===== src/rtl/uart_pkg.sv =====
// Shared UART definitions: parity modes, frame-format limits and the TX state encoding.
package uart_pkg;

    localparam int unsigned PAR_NONE = 0;
    localparam int unsigned PAR_ODD  = 1;
    localparam int unsigned PAR_EVEN = 2;

    localparam int unsigned DATA_BITS_MIN = 5;
    localparam int unsigned DATA_BITS_MAX = 9;
    localparam int unsigned STOP_BITS_MIN = 1;
    localparam int unsigned STOP_BITS_MAX = 2;

    typedef enum logic [2:0] {
        TX_IDLE,
        TX_START,
        TX_DATA,
        TX_PARITY,
        TX_STOP
    } tx_state_e;

endpackage


===== src/rtl/uart_tx.sv =====
// UART transmitter: valid/ready byte intake into a one-entry holding register,
// framed serial output (start, LSB-first data, optional parity, stop) paced by baud_tick.
module uart_tx
    import uart_pkg::*;
#(
    parameter int unsigned DATA_BITS = 8,
    parameter int unsigned PARITY    = 0,
    parameter int unsigned STOP_BITS = 1
) (
    input  logic                 clk,
    input  logic                 rst,
    input  logic                 baud_tick,
    input  logic [DATA_BITS-1:0] tx_data,
    input  logic                 tx_valid,
    output logic                 tx_ready,
    output logic                 tx,
    output logic                 busy
);

    localparam int unsigned          CNT_W     = $clog2(DATA_BITS);
    localparam logic [CNT_W-1:0]     BIT_LAST  = CNT_W'(DATA_BITS - 1);
    localparam logic                 STOP_LAST = 1'(STOP_BITS - 1);

    if (DATA_BITS < DATA_BITS_MIN || DATA_BITS > DATA_BITS_MAX) begin : g_bad_data_bits
        $error("uart_tx: DATA_BITS must be within 5..9");
    end
    if (STOP_BITS < STOP_BITS_MIN || STOP_BITS > STOP_BITS_MAX) begin : g_bad_stop_bits
        $error("uart_tx: STOP_BITS must be 1 or 2");
    end
    if (PARITY > PAR_EVEN) begin : g_bad_parity
        $error("uart_tx: PARITY must be 0, 1 or 2");
    end

    tx_state_e            state_q, state_d;
    logic [DATA_BITS-1:0] hold_q, hold_d;
    logic [DATA_BITS-1:0] shreg_q, shreg_d;
    logic                 hold_par_q, hold_par_d;
    logic                 par_q, par_d;
    logic                 pending_q, pending_d;
    logic [CNT_W-1:0]     bit_cnt_q, bit_cnt_d;
    logic                 stop_cnt_q, stop_cnt_d;
    logic                 tx_q, tx_d;
    logic                 ready_q, ready_d;
    logic                 busy_q, busy_d;
    logic                 accept;
    logic                 do_load;

    assign accept = tx_valid && ready_q;

    // Next-state and next-output computation.
    always_comb begin
        state_d    = state_q;
        hold_d     = hold_q;
        shreg_d    = shreg_q;
        hold_par_d = hold_par_q;
        par_d      = par_q;
        pending_d  = pending_q;
        bit_cnt_d  = bit_cnt_q;
        stop_cnt_d = stop_cnt_q;
        tx_d       = tx_q;
        do_load    = 1'b0;

        if (accept) begin
            hold_d     = tx_data;
            hold_par_d = (PARITY == PAR_ODD) ? ~^tx_data : ^tx_data;
            pending_d  = 1'b1;
        end

        if (baud_tick) begin
            unique case (state_q)
                TX_IDLE: begin
                    if (pending_q) do_load = 1'b1;
                end
                TX_START: begin
                    tx_d      = shreg_q[0];
                    shreg_d   = {1'b0, shreg_q[DATA_BITS-1:1]};
                    bit_cnt_d = '0;
                    state_d   = TX_DATA;
                end
                TX_DATA: begin
                    if (bit_cnt_q == BIT_LAST) begin
                        if (PARITY != PAR_NONE) begin
                            tx_d    = par_q;
                            state_d = TX_PARITY;
                        end else begin
                            tx_d       = 1'b1;
                            stop_cnt_d = 1'b0;
                            state_d    = TX_STOP;
                        end
                    end else begin
                        tx_d      = shreg_q[0];
                        shreg_d   = {1'b0, shreg_q[DATA_BITS-1:1]};
                        bit_cnt_d = bit_cnt_q + 1'b1;
                    end
                end
                TX_PARITY: begin
                    tx_d       = 1'b1;
                    stop_cnt_d = 1'b0;
                    state_d    = TX_STOP;
                end
                TX_STOP: begin
                    if (stop_cnt_q == STOP_LAST) begin
                        if (pending_q) do_load = 1'b1;
                        else           state_d = TX_IDLE;
                    end else begin
                        stop_cnt_d = 1'b1;
                    end
                end
                default: state_d = TX_IDLE;
            endcase
        end

        // Loading never coincides with acceptance: one needs pending set, the other clear.
        if (do_load) begin
            tx_d      = 1'b0;
            shreg_d   = hold_q;
            par_d     = hold_par_q;
            pending_d = 1'b0;
            state_d   = TX_START;
        end

        ready_d = !pending_d;
        busy_d  = (state_d != TX_IDLE) || pending_d;
    end

    always_ff @(posedge clk or posedge rst) begin
        if (rst) begin
            state_q    <= TX_IDLE;
            hold_q     <= '0;
            shreg_q    <= '0;
            hold_par_q <= 1'b0;
            par_q      <= 1'b0;
            pending_q  <= 1'b0;
            bit_cnt_q  <= '0;
            stop_cnt_q <= 1'b0;
            tx_q       <= 1'b1;
            ready_q    <= 1'b1;
            busy_q     <= 1'b0;
        end else begin
            state_q    <= state_d;
            hold_q     <= hold_d;
            shreg_q    <= shreg_d;
            hold_par_q <= hold_par_d;
            par_q      <= par_d;
            pending_q  <= pending_d;
            bit_cnt_q  <= bit_cnt_d;
            stop_cnt_q <= stop_cnt_d;
            tx_q       <= tx_d;
            ready_q    <= ready_d;
            busy_q     <= busy_d;
        end
    end

    assign tx_ready = ready_q;
    assign tx       = tx_q;
    assign busy     = busy_q;

endmodule


===== config.mk =====
export PLATFORM = sky130hd
export DESIGN_NAME = uart_tx
export DESIGN_NICKNAME = d
export VERILOG_FILES = /design/src/rtl/uart_pkg.sv /design/src/rtl/uart_tx.sv
export SDC_FILE = /design/constraint.sdc
export NUM_CORES = 1
export LEC_CHECK = 0
export CAP_MARGIN = 20
export CORE_MARGIN = 4
export CORE_UTILIZATION = 50
export DETAILED_ROUTE_END_ITERATION = 6
export DONT_BUFFER_PORTS = 1
export SYNTH_ARGS = -nofsm -noshare
export SYNTH_HDL_FRONTEND = slang
export SYNTH_SLANG_ARGS = --single-unit

===== constraint.sdc =====
create_clock -name clk -period 4.4 [get_ports clk]
set_input_delay 0 -clock clk [delete_from_list [all_inputs] [get_ports clk]]
set_output_delay 0 -clock clk [all_outputs]
set_load 0.01 [all_outputs]

# --- Word-level counts from Yosys, hierarchy flattened ---
# Cells that the tools add are included.
totals:
  input_bits: 12
  regBits: 27
classes:
  reduce_logical: 14
  n_addsub: 1
  mux: 25
  n_eq_ne: 8
ops:
  columns: ["cell", "n"]
  rows:
  - ["2-to-1 mux 8 bit", 3]
  - ["2-to-1 mux 3 bit", 6]
  - ["case mux 8 bit (2 select lines)", 1]
  - ["case mux 3 bit (5 select lines)", 1]
  - ["2-to-1 mux 1 bit", 10]
  - ["AND reduction 3 bit", 3]
  - ["nonzero test 3 bit", 3]
  - ["equality test 3 x 2 -> 1 bit (second input constant)", 2]
  - ["equality test 3 bit (second input constant)", 2]
  - ["case mux 1 bit (3 select lines)", 2]
  - ["case mux 3 bit (2 select lines)", 1]
  - ["inequality test 2 bit (second input constant)", 2]
  - ["nonzero test 2 bit", 2]
  - ["nonzero test 4 bit", 1]
  - ["adder 3 x 1 -> 3 bit (second input constant)", 1]
  - ["equality test 3 x 1 -> 1 bit (second input constant)", 1]
  - ["zero test 3 bit", 1]
  - ["inequality test 3 bit (second input constant)", 1]
  - ["case mux 1 bit (2 select lines)", 1]
  - ["AND reduction 2 bit", 1]
  - ["logical AND 1 bit", 1]
  - ["zero test 1 bit", 1]
  - ["logical OR 1 bit", 1]

# --- Longest topological paths before layout ---
# Gate-level depths: netlist of run 1.
depth:
  ltp_word: 7
  depth_mapped: 6
  ltp_nobuf: 5

# --- Least setup slack after synthesis of run 1 ---
# Ideal clock, no wire load.
synth_path:
  path_kind: "register to register"
  start: "register bit_cnt_q[0]"
  end: "register shreg_q[0]"
  setup_time_ns: 0.125
  stages_incl_launch_ff: 7
  synth_period_minus_slack_ns: 1.772
  arrival_ns: 1.647
  t_required_ns: 4.275
  path_buffers: 1
  setup_slack_ns: 2.628
  cell_sequence: "dfrtp_1 ha_1 ha_1 nor3b_1 o311a_1 buf_2 mux2_4"
synth_between:
  elab_chain_len: 3
synth_rtl:
  columns: ["element", "line", "source"]
  rows:
  - ["start: declaration", "uart_tx.sv:40", "logic [CNT_W-1:0] bit_cnt_q, bit_cnt_d;"]
  - ["start signal: assignment", "uart_tx.sv:146", "bit_cnt_q <= bit_cnt_d;"]
  - ["equality test 3 bit", "uart_tx.sv:81", "if (bit_cnt_q == BIT_LAST) begin"]
  - ["inequality test 3 bit (no source line)", null, null]
  - ["AND reduction 3 bit (no source line)", null, null]
  - ["end signal: assignment", "uart_tx.sv:142", "shreg_q <= shreg_d;"]
  - ["end: declaration", "uart_tx.sv:36", "logic [DATA_BITS-1:0] shreg_q, shreg_d;"]
# No other way between the ends.
# A chain may end at the register's enable or synchronous reset.

# --- Worst setup path in the final report of run 1 ---
layout_path:
  start: "register bit_cnt_q[0]"
  end: "register shreg_q[6]"
# The elaborated chain is that of the path after synthesis.

==> summary.md, run 1 <==
| Metric | Value |
|---|---|
| Leading cell types by total area after synthesis | sky130_fd_sc_hd__dfrtp_1, sky130_fd_sc_hd__mux2_4, sky130_fd_sc_hd__mux2_2, sky130_fd_sc_hd__dfstp_2, sky130_fd_sc_hd__a22o_1 |
| Internal cell power | 0.644 mW |
| Global placement routability congestion | 0.741 |
| Fraction of final layout cells sized beyond drive strength 1 | 28.7% |
| Via-to-Cell Ratio | 5.48 |
| Sum of routed wire length over all layers | 2030 um |
| Clock Latency Late Sink | 0.32 ns |
| Synthesized netlist net count | 110 |
| Setup CP Type | reg2reg |
| Total buffers and inverters traversed by the critical path | 0 |
| WP depth | 5 |
| Initial antenna violation count | 0 |
| Number of global-route vias before repair | 773 |
| #FFs+latches synth | 26 |
| Post-route fraction of the period consumed by the critical path | 45.8% |
| Critical path's top delay family | compound AO/OA/AOI/OAI gates |
| Number of distinct library cells after synthesis | 26 |
| Maximum number of pins on one net before global-route repair | 27 |
| Effective utilization at floorplan | 52.2% |
| Leakage | 0.665 nW |
| Data arrival, critical path | 2.22 ns |
| Gate power share | 39.0% |
| Number of iterations in the first detailed-routing pass | 4 |
| Cells resized by post-CTS repair | 0 |
| Placed instance area | 1280 um2 |
| Number of warnings printed during yosys synthesis | 0 |
| Clock network fraction of design power | 12.7% |
| Dominant cell type by area after synthesis | sky130_fd_sc_hd__dfrtp_1 |
| Post-Layout Inst Area | 1470 um2 |
| Number of standard cells in the layout, taps in and fillers out | 138 |
| Top cell types by occurrence after synthesis | sky130_fd_sc_hd__dfrtp_1, sky130_fd_sc_hd__mux2_4, sky130_fd_sc_hd__mux2_2 |
| Worst Hold Class | in2reg |
| Total Die Area | 3440 um2 |
| Delay of the slowest critical-path stage | 0.50 ns |
| Unrepaired setup endpoints after global routing | false |
| CTS Buf Count | 3 |
| Kind of launch point of the worst setup path | flip-flop |
| Maximum operating frequency | 496 MHz |
| Max transition margin | 61.4% |
| Worst Setup End Kind | flip-flop |
| Most instantiated flip-flop cell in the synthesis netlist | sky130_fd_sc_hd__dfrtp_1 |
| Number of design rule violations left after detail routing | 0 |
| Length in cells of the worst reg-to-reg path | 5 |
| Remaining Overflow, GRT | 0 |
| IO Count | 15 |
| IO Port Bufs | 0 |
| Series of cell instances along the critical path | ha_1 > ha_1 > nor3b_1 > o311a_1 > mux2_4 |
| Antenna violation net count after detailed routing | 0 |
| Maximum net fanout on the critical path | 8 |
| Share of total power consumed by net switching | 30.9% |
| Clock tree from TritonCTS | yes |
| Largest vdd supply drop | 0.000407 V |
| Clock Skew | 0.0127 ns |
| Sequential fraction of design power | 48.3% |
| Post-CTS setup buffer count | 0 |
| CTS max path bufs | 2 |
| Starting DRC count in detailed routing | 13 |
| H-Tree Depth | 1 |
| Cell area after synthesis | 1280 um2 |
| Cell row count | 18 |
| Post-cts hold buffer count | 11 |
| Placed cell count | 121 |
| Height of the chip | 58.6 um |
| Cell count after synthesis | 96 |
| Run status | completed |
| Critical Path RT | 4.61 ns |
| Overall routing resource usage | 13.3% |
| Net Switching | 0.288 mW |
| Via count | 756 |
| Final routed wire length divided by cell count | 14.7 um |
| Final Slew Violations | 0 |
| Sequential area share after synthesis | 51.0% |
| Pwr dens | 635 nW/um2 |
| Cell type of the slowest stage on the worst timing path | sky130_fd_sc_hd__o311a_1 |
| Number of cells traversed by the worst hold path | 2 |
| Core Area | 2450 um2 |
| Period minus WS final | 2.02 ns |
| Final hold violation count | 0 |
| Final setup vio count | 0 |
| Width of the die | 58.6 um |
| Most frequent cell after synthesis | sky130_fd_sc_hd__dfrtp_1 |
| Slew at the pin closest to its max-slew limit | 0.579 ns |
| Proportion of register bits with asynchronous set or reset after synthesis | 100% |
| Nets | 123 |
| Detailed-placement wirelength estimate | 1280 um |
| Clock input transition at the sequential cells of the worst setup and hold paths | 0.14 ns |
| Library cell used as clock root buffer | sky130_fd_sc_hd__clkbuf_4 |
| Average cell area after synthesis | 13.3 um2 |
| Post-route setup TNS | 0 ns |
| Wire length of the first global-routing pass | 3460 um |
| Worst slack on hold paths | 0.167 ns |
| Layout Area Growth over Synthesis | 14.5% |
| Reported max-cap violation count | 0 |
| Fraction of the core area covered by cells at the end of the flow | 59.7% |
| Number of diodes added for antenna fixing | 0 |
| Top cell type's share of synthesized area | 46.9% |
| Most used cell along the critical path | sky130_fd_sc_hd__ha_1 |
| Post-synth EDFFs | 0 |
| TritonCTS sink count | 26 |
## cells by family (layout without fill, tap and decap cells)
group           Yosys count  after routing  synth area share, %
compound gates           18             18                 9.96
fa+ha+maj                 2              2                 1.95
buf+inv                   9             21                 4.00
flops                    26             26                 51.0
mux                      23             23                 24.3
simple gates             18             18                 8.79
## worst reg2reg max path, delay by kind of cell, from the launching register on
family                   cells  cell delay [ns]
flip-flops                   1             0.43
multiplexers                 1             0.34
adder cells (fa/ha/maj)      2             0.44
AND/OR/NAND/NOR              1             0.20
AO/OA/AOI/OAI                1             0.50
## per-stage QoR
| stage | setup WS [ns] | power [mW] |
|---|---|---|
| finish | 2.38 | 0.932 |
| global route | 2.26 | 0.999 |
| CTS | 2.40 | 0.931 |
| detailed placement | 2.42 | 0.804 |
| global placement | 2.44 | 0.797 |
| floorplan | 2.63 | 0.759 |
## path summary, 6_finish.rpt
kind | startpoint | slack [ns] | endpoint
worst min register to register | hold_q[7] | 0.51 | shreg_q[7]
min in group asynchronous | rst | 0.56 | hold_q[4]
worst max-delay path | bit_cnt_q[0] | 2.38 | shreg_q[6]
max in group asynchronous | rst | 3.39 | tx_ready
worst max register to register | bit_cnt_q[0] | 2.38 | shreg_q[6]
worst min-delay path | baud_tick | 0.17 | shreg_q[7]
## metal layers
metal	global-route usage, %	wire length [um]
met5	0	0
met4	5.83	21
met3	2.19	70
met2	22.8	954
met1	16.4	983
## layout by cell type (no fill, tap or decap)
| cell | instances |
|---|---|
| sky130_fd_sc_hd__a21oi_1 | 2 |
| sky130_fd_sc_hd__or2_2 | 2 |
| sky130_fd_sc_hd__nand3_1 | 1 |
| sky130_fd_sc_hd__dlygate4sd3_1 | 12 |
| sky130_fd_sc_hd__dfstp_2 | 2 |
| sky130_fd_sc_hd__nor3b_1 | 1 |
| sky130_fd_sc_hd__mux2_4 | 14 |
| sky130_fd_sc_hd__a22o_1 | 6 |
| sky130_fd_sc_hd__clkbuf_8 | 1 |
| sky130_fd_sc_hd__dfrtp_1 | 24 |
| sky130_fd_sc_hd__clkbuf_4 | 3 |
| sky130_fd_sc_hd__o21ai_0 | 5 |
| sky130_fd_sc_hd__buf_16 | 1 |
| sky130_fd_sc_hd__nor2_1 | 1 |
| sky130_fd_sc_hd__nor4b_1 | 1 |
| sky130_fd_sc_hd__nand2_1 | 4 |
| sky130_fd_sc_hd__or4b_1 | 1 |
| sky130_fd_sc_hd__ha_1 | 2 |
| sky130_fd_sc_hd__mux2_1 | 1 |
| sky130_fd_sc_hd__o211ai_1 | 2 |
| sky130_fd_sc_hd__and4bb_1 | 1 |
| sky130_fd_sc_hd__inv_1 | 4 |
| sky130_fd_sc_hd__mux2_2 | 8 |
| sky130_fd_sc_hd__nor2b_1 | 4 |
| sky130_fd_sc_hd__o31ai_1 | 2 |
| sky130_fd_sc_hd__nand2b_1 | 2 |
| sky130_fd_sc_hd__o311a_1 | 1 |
## power groups by stage
stage | clock network [mW] | registers (mW) | logic, mW
5_1_grt | 0.132 | 0.467 | 0.400
3_5_place_dp | 0 | 0.453 | 0.352
2_1_floorplan | 0 | 0.416 | 0.343
4_1_cts | 0.123 | 0.448 | 0.360
6_report | 0.119 | 0.450 | 0.364
3_3_place_gp | 0 | 0.451 | 0.345
## cell type report
| type | instances | area, um2 |
|---|---|---|
| Tap cell | 30 | 37.5 |
| Inverter | 4 | 15.0 |
| Fill cell | 192 | 988 |
| Sequential cell | 26 | 653 |
| Multi-Input combinational cell | 61 | 577 |
| Clock buffer | 4 | 36.3 |
| Timing Repair Buffer | 13 | 148 |
## flip-flops by register name, summed over array words and instances (netlist names)
name	count
tx	1
bit_cnt_q	3
shreg_q	8
busy	1
pending_q	1
hold_q	8
tx_ready	1
state_q	3
Note: power is estimated with default switching activity, not from simulation.
==> run 2: changes to the inputs <==
Settings changed: PLACE_DENSITY from default to 0.68.
Clock period 4.4 ns to 1.7 ns, I/O delays scaled along.
==> summary.md, run 2 (synthesized netlist as in run 1, its figures left out) <==
| Metric | Value |
|---|---|
| Met1 Resource Use GR | 18.9% |
| Share of total power consumed by net switching | 30.6% |
| Number of global-route vias before repair | 800 |
| Period minus WS final | 1.68 ns |
| Core Area | 2450 um2 |
| Pwr dens | 1690 nW/um2 |
| Global placement routability congestion | 0.709 |
| Leading registers by flop count | hold_q x8, shreg_q x8 |
| Nets | 130 |
| Slew at the pin closest to its max-slew limit | 0.381 ns |
| Clock Skew | 0.00203 ns |
| Number of design rule violations left after detail routing | 0 |
| Total Die Area | 3440 um2 |
| Max transition margin | 74.5% |
| Gate power share | 45.0% |
| Run status | completed |
| TritonCTS sink count | 26 |
| Top library cells by usage in the layout, fill and taps aside | sky130_fd_sc_hd__dfrtp_1, sky130_fd_sc_hd__mux2_4, sky130_fd_sc_hd__dlygate4sd3_1 |
| Unrepaired setup endpoints after global routing | true |
| Reported max-cap violation count | 0 |
| Clock input transition at the sequential cells of the worst setup and hold paths | 0.14 ns |
| Layout Area Growth over Synthesis | 20.9% |
| Beginning of the worst register-to-register path | bit_cnt_q[0] |
| Antenna violation net count after detailed routing | 0 |
| Width of the die | 58.6 um |
| Number of standard cells in the layout, taps in and fillers out | 145 |
| Data arrival, critical path | 1.90 ns |
| Initial antenna violation count | 0 |
| Worst Setup End Kind | flip-flop |
| Worst Hold Class | in2reg |
| Number of diodes added for antenna fixing | 0 |
| Internal cell power | 1.82 mW |
| Maximum operating frequency | 595 MHz |
| Critical Path RT | 1.92 ns |
| Final hold violation count | 0 |
| IO Port Bufs | 0 |
| Met2 usage in global routing | 23.4% |
| Startpoint of the worst setup timing path | bit_cnt_q[0] |
| Final setup vio count | 0 |
| Placed cell count | 128 |
| Met3 Track Usage GR | 1.97% |
| Fraction of final layout cells sized beyond drive strength 1 | 37.4% |
| Maximum number of pins on one net before global-route repair | 27 |
| Worst Hold End | shreg_q[7] |
| Busiest grt layer | met2 |
| Detailed-placement wirelength estimate | 1450 um |
| Starting DRC count in detailed routing | 9 |
| Number of cells traversed by the worst hold path | 3 |
| Cell row count | 18 |
| Effective utilization at floorplan | 52.2% |
| IO Count | 15 |
| Net Switching | 0.802 mW |
| Most common library cell in the layout ignoring fill and taps | sky130_fd_sc_hd__dfrtp_1 |
| Clock tree from TritonCTS | yes |
| R2R setup slack | 0.02 ns |
| Height of the chip | 58.6 um |
| CTS Buf Count | 3 |
| Wire length of the first global-routing pass | 3640 um |
| Sequential fraction of design power | 43.1% |
| Number of iterations in the first detailed-routing pass | 4 |
| Terminus of the critical flop-to-flop path | shreg_q[5] |
| Sum of routed wire length over all layers | 2180 um |
| Final routed wire length divided by cell count | 15.0 um |
| Length in cells of the worst reg-to-reg path | 6 |
| Maximum net fanout on the critical path | 8 |
| Clock Latency Late Sink | 0.31 ns |
| Remaining Overflow, GRT | 0 |
| Via-to-Cell Ratio | 5.66 |
| Worst slack on hold paths | 0.126 ns |
| Library cell used as clock root buffer | sky130_fd_sc_hd__clkbuf_4 |
| Final Slew Violations | 0 |
| CTS max path bufs | 2 |
| Leakage | 0.699 nW |
| Overall routing resource usage | 13.8% |
| Largest vdd supply drop | 0.00110 V |
| H-Tree Depth | 1 |
| Post-route fraction of the period consumed by the critical path | 98.9% |
| Kind of launch point of the worst setup path | flip-flop |
| Via count | 820 |
| Setup CP Type | reg2reg |
| Clock network fraction of design power | 11.9% |
| Worst Min Path Start | baud_tick |
==> run 2: cell types whose count changed in the layout (fill, tap and decap cells not counted), sizes merged <==
cell,before,now
buf,1,9
dlygate4sd3,12,11
==> run 2: worst max-delay path by stage <==
stage,to,slack [ns],depth (start not counted)
final,shreg_q[5],0.02,6
after global routing,shreg_q[6],-0.03,6
after CTS,busy,0.001,5
after detailed placement,shreg_q[1],-0.08,6
after global placement,shreg_q[5],-0.05,6
after floorplan,busy,0.03,5
==> run 2: repair_timing <==
item / in CTS / in global routing
hold buffers: 11 / 0
resized for setup: 4 / 1
pin swaps: 2 / 1
setup endpoints to repair: 8 / 8
buffers inserted: 1 / 1
hold endpoints to repair: 39 / 0
==> run 2: per-layer routing <==
layer  vias to the layer above  wire (um)
met5                         -          0
met3                         2         68
met4                         0          7
met2                        14       1110
met1                       419        990
li1                        385          -
==> run 2: cell type report <==
class	count	area (um2)
Inverter	4	15.0
Fill cell	190	906
Clock buffer	4	36.3
Tap cell	30	37.5
Timing Repair Buffer	20	203
Sequential cell	26	653
Multi-Input combinational cell	61	604
==> run 2: worst max-delay path, stage by stage, from the launching register on <==
cell and delay (ns):
sky130_fd_sc_hd__dfrtp_1 0.42, sky130_fd_sc_hd__ha_2 0.19, sky130_fd_sc_hd__ha_4 0.18, sky130_fd_sc_hd__nor3b_2 0.15
sky130_fd_sc_hd__o311a_1 0.21, sky130_fd_sc_hd__buf_12 0.14, sky130_fd_sc_hd__mux2_4 0.30
==> run 2: stage by stage <==
| step | worst slack [ns] | TNS, ns | instance area, um2 | util [%] | total power, mW |
|---|---|---|---|---|---|
| floorplan | 0.0257 | 0 | 1290 | - | 1.98 |
| global placement | -0.0487 | -0.321 | 1360 | 55.5 | 2.19 |
| detailed placement | -0.0771 | -0.536 | 1360 | 55.5 | 2.25 |
| CTS | 0.00116 | 0 | 1540 | 62.7 | 2.61 |
| global route | -0.0321 | -0.178 | 1550 | 63.1 | 2.79 |
| finish | 0.0186 | 0 | 1550 | 63.1 | 2.62 |
==> run 2: power groups by stage <==
stage / Sequential, mW / Clock [mW] / Combinational (mW)
after floorplan: 1.08 / 0 / 0.905
after global placement: 1.13 / 0 / 1.07
after detailed placement: 1.14 / 0 / 1.11
after CTS: 1.13 / 0.324 / 1.16
after global routing: 1.17 / 0.346 / 1.27
final: 1.13 / 0.313 / 1.18
==> run 3: changes to the inputs <==
Settings changed: CORE_UTILIZATION 50 to 30, GPL_TIMING_DRIVEN from default to 0, PLACE_DENSITY 0.68 to default.
==> summary.md, run 3 (synthesized netlist as in run 1, its figures left out) <==
| Metric | Value |
|---|---|
| Pwr dens | 1700 nW/um2 |
| Most common library cell in the layout ignoring fill and taps | sky130_fd_sc_hd__dfrtp_1 |
| Pwr Total | 2.76 mW |
| Slew at the pin closest to its max-slew limit | 0.547 ns |
| IO Port Bufs | 0 |
| CTS Buf Count | 3 |
| Number of standard cells in the layout, taps in and fillers out | 166 |
| Total Die Area | 5380 um2 |
| Final setup vio count | 2 |
| Initial antenna violation count | 0 |
| Fraction of the core area covered by cells at the end of the flow | 40.0% |
| Setup slack after layout | -0.00303 ns |
| Top library cells by usage in the layout, fill and taps aside | sky130_fd_sc_hd__dfrtp_1, sky130_fd_sc_hd__mux2_4, sky130_fd_sc_hd__dlygate4sd3_1 |
| Antenna violation net count after detailed routing | 0 |
| Width of the die | 73.4 um |
| Via count | 820 |
| Setup CP Type | reg2reg |
| Final hold violation count | 0 |
| Reported max-cap violation count | 0 |
| Largest vdd supply drop | 0.000756 V |
| Overall routing resource usage | 8.73% |
| Library cell used as clock root buffer | sky130_fd_sc_hd__clkbuf_8 |
| Starting DRC count in detailed routing | 21 |
| Critical Path RT | 1.85 ns |
| Maximum operating frequency | 587 MHz |
| Clock Latency Late Sink | 0.27 ns |
| TritonCTS sink count | 26 |
| Global placement routability congestion | 0.759 |
| Detailed-placement wirelength estimate | 1480 um |
| Internal cell power | 1.95 mW |
| Final Slew Violations | 0 |
| Nets | 131 |
| Wire length of the first global-routing pass | 3660 um |
| Failing checks | setup timing |
| Number of diodes added for antenna fixing | 0 |
| Clock input transition at the sequential cells of the worst setup and hold paths | 0.10 ns |
| Effective utilization at floorplan | 31.6% |
| Fraction of final layout cells sized beyond drive strength 1 | 37.9% |
| Cell row count | 23 |
| Kind of launch point of the worst setup path | flip-flop |
| H-Tree Depth | 1 |
| Number of design rule violations left after detail routing | 0 |
| Final routed wire length divided by cell count | 13.3 um |
| Net Switching | 0.804 mW |
| Data arrival, critical path | 1.86 ns |
| Worst Hold Class | in2async |
| Core Area | 4060 um2 |
| Worst Setup End Kind | flip-flop |
| Placed cell count | 146 |
| Clock Skew | 0.0118 ns |
| Layout Area Growth over Synthesis | 26.7% |
| Share of total power consumed by net switching | 29.2% |
| Via-to-Cell Ratio | 4.94 |
| Maximum number of pins on one net before global-route repair | 27 |
| Number of global-route vias before repair | 862 |
| Leading registers by flop count | hold_q x8, shreg_q x8 |
| Remaining Overflow, GRT | 0 |
| Sum of routed wire length over all layers | 2210 um |
| CTS max path bufs | 2 |
| Sequential fraction of design power | 41.0% |
| Height of the chip | 73.4 um |
| Max transition margin | 63.5% |
| Leakage | 0.721 nW |
| Unrepaired setup endpoints after global routing | true |
| IO Count | 15 |
| Period minus WS final | 1.70 ns |
| Number of iterations in the first detailed-routing pass | 4 |
| Run status | finished, violations left |
| Clock tree from TritonCTS | yes |
| Gate power share | 40.6% |
| Post-route fraction of the period consumed by the critical path | 100% |
| Maximum net fanout on the critical path | 8 |
| Clock network fraction of design power | 18.4% |
-- run 3: routing by layer --
metal / track usage [%] / up-vias / wire [um]
li1: - / 383 / -
met1: 10.1 / 417 / 989
met2: 15.2 / 14 / 1100
met3: 2.19 / 6 / 85
met4: 3.82 / 0 / 36
met5: 0 / - / 0
-- run 3: cell type report --
type / instances / area (um2)
plain buffers: 5 / 42.5
clock inverters: 1 / 30.0
flip-flops and latches: 26 / 653
well taps: 50 / 62.6
fillers: 367 / 2430
inverters: 4 / 15.0
repair buffers: 16 / 168
multi-input cells: 61 / 611
clock buffers: 3 / 41.3
-- run 3: what timing repair did --
item	in CTS	in global routing
pin swaps	2	3
gates resized for setup	5	1
buffers inserted	1	3
endpoints found under the hold margin	34	0
hold buffers	11	0
setup endpoints to repair	11	11
-- run 3: power by group through the flow --
stage	combinational, mW	clock (mW)	sequential (mW)
floorplan	0.905	0	1.08
global route	1.23	0.555	1.17
CTS	1.08	0.521	1.13
finish	1.12	0.507	1.13
global placement	0.984	0	1.13
detailed placement	1.02	0	1.14
-- run 3: path summary, 6_finish.rpt --
check	slack, ns	startpoint	cells past startpoint	to
setup / recovery	-0.003	bit_cnt_q[0]	6	shreg_q[3]
hold / removal	0.21	rst	2	hold_q[5]
setup reg to reg	-0.003	bit_cnt_q[0]	6	shreg_q[3]
hold reg to reg	0.51	hold_q[7]	2	shreg_q[7]
max in group asynchronous	0.95	rst	3	tx_ready
min in group clk	0.22	tx_valid	2	hold_q[6]
-- run 3: stage by stage --
| step | TNS, ns | setup slack, ns | hold WS [ns] | area [um2] |
|---|---|---|---|---|
| after floorplan | 0 | 0.0257 | 0.0385 | 1290 |
| after global placement | -0.427 | -0.0596 | 0.151 | 1350 |
| after detailed placement | -0.530 | -0.0717 | 0.154 | 1350 |
| after CTS | 0 | 0.00662 | 0.243 | 1570 |
| after global routing | -0.290 | -0.0489 | 0.254 | 1620 |
| final | -0.00411 | -0.00303 | 0.209 | 1620 |
-- run 3: worst max-delay path: stages (launching register included) --
cell and delay, ns:
sky130_fd_sc_hd__dfrtp_1 0.40, sky130_fd_sc_hd__ha_2 0.20, sky130_fd_sc_hd__ha_4 0.18, sky130_fd_sc_hd__nor3b_2 0.16, sky130_fd_sc_hd__o311a_1 0.19, sky130_fd_sc_hd__buf_6 0.16, sky130_fd_sc_hd__mux2_4 0.31
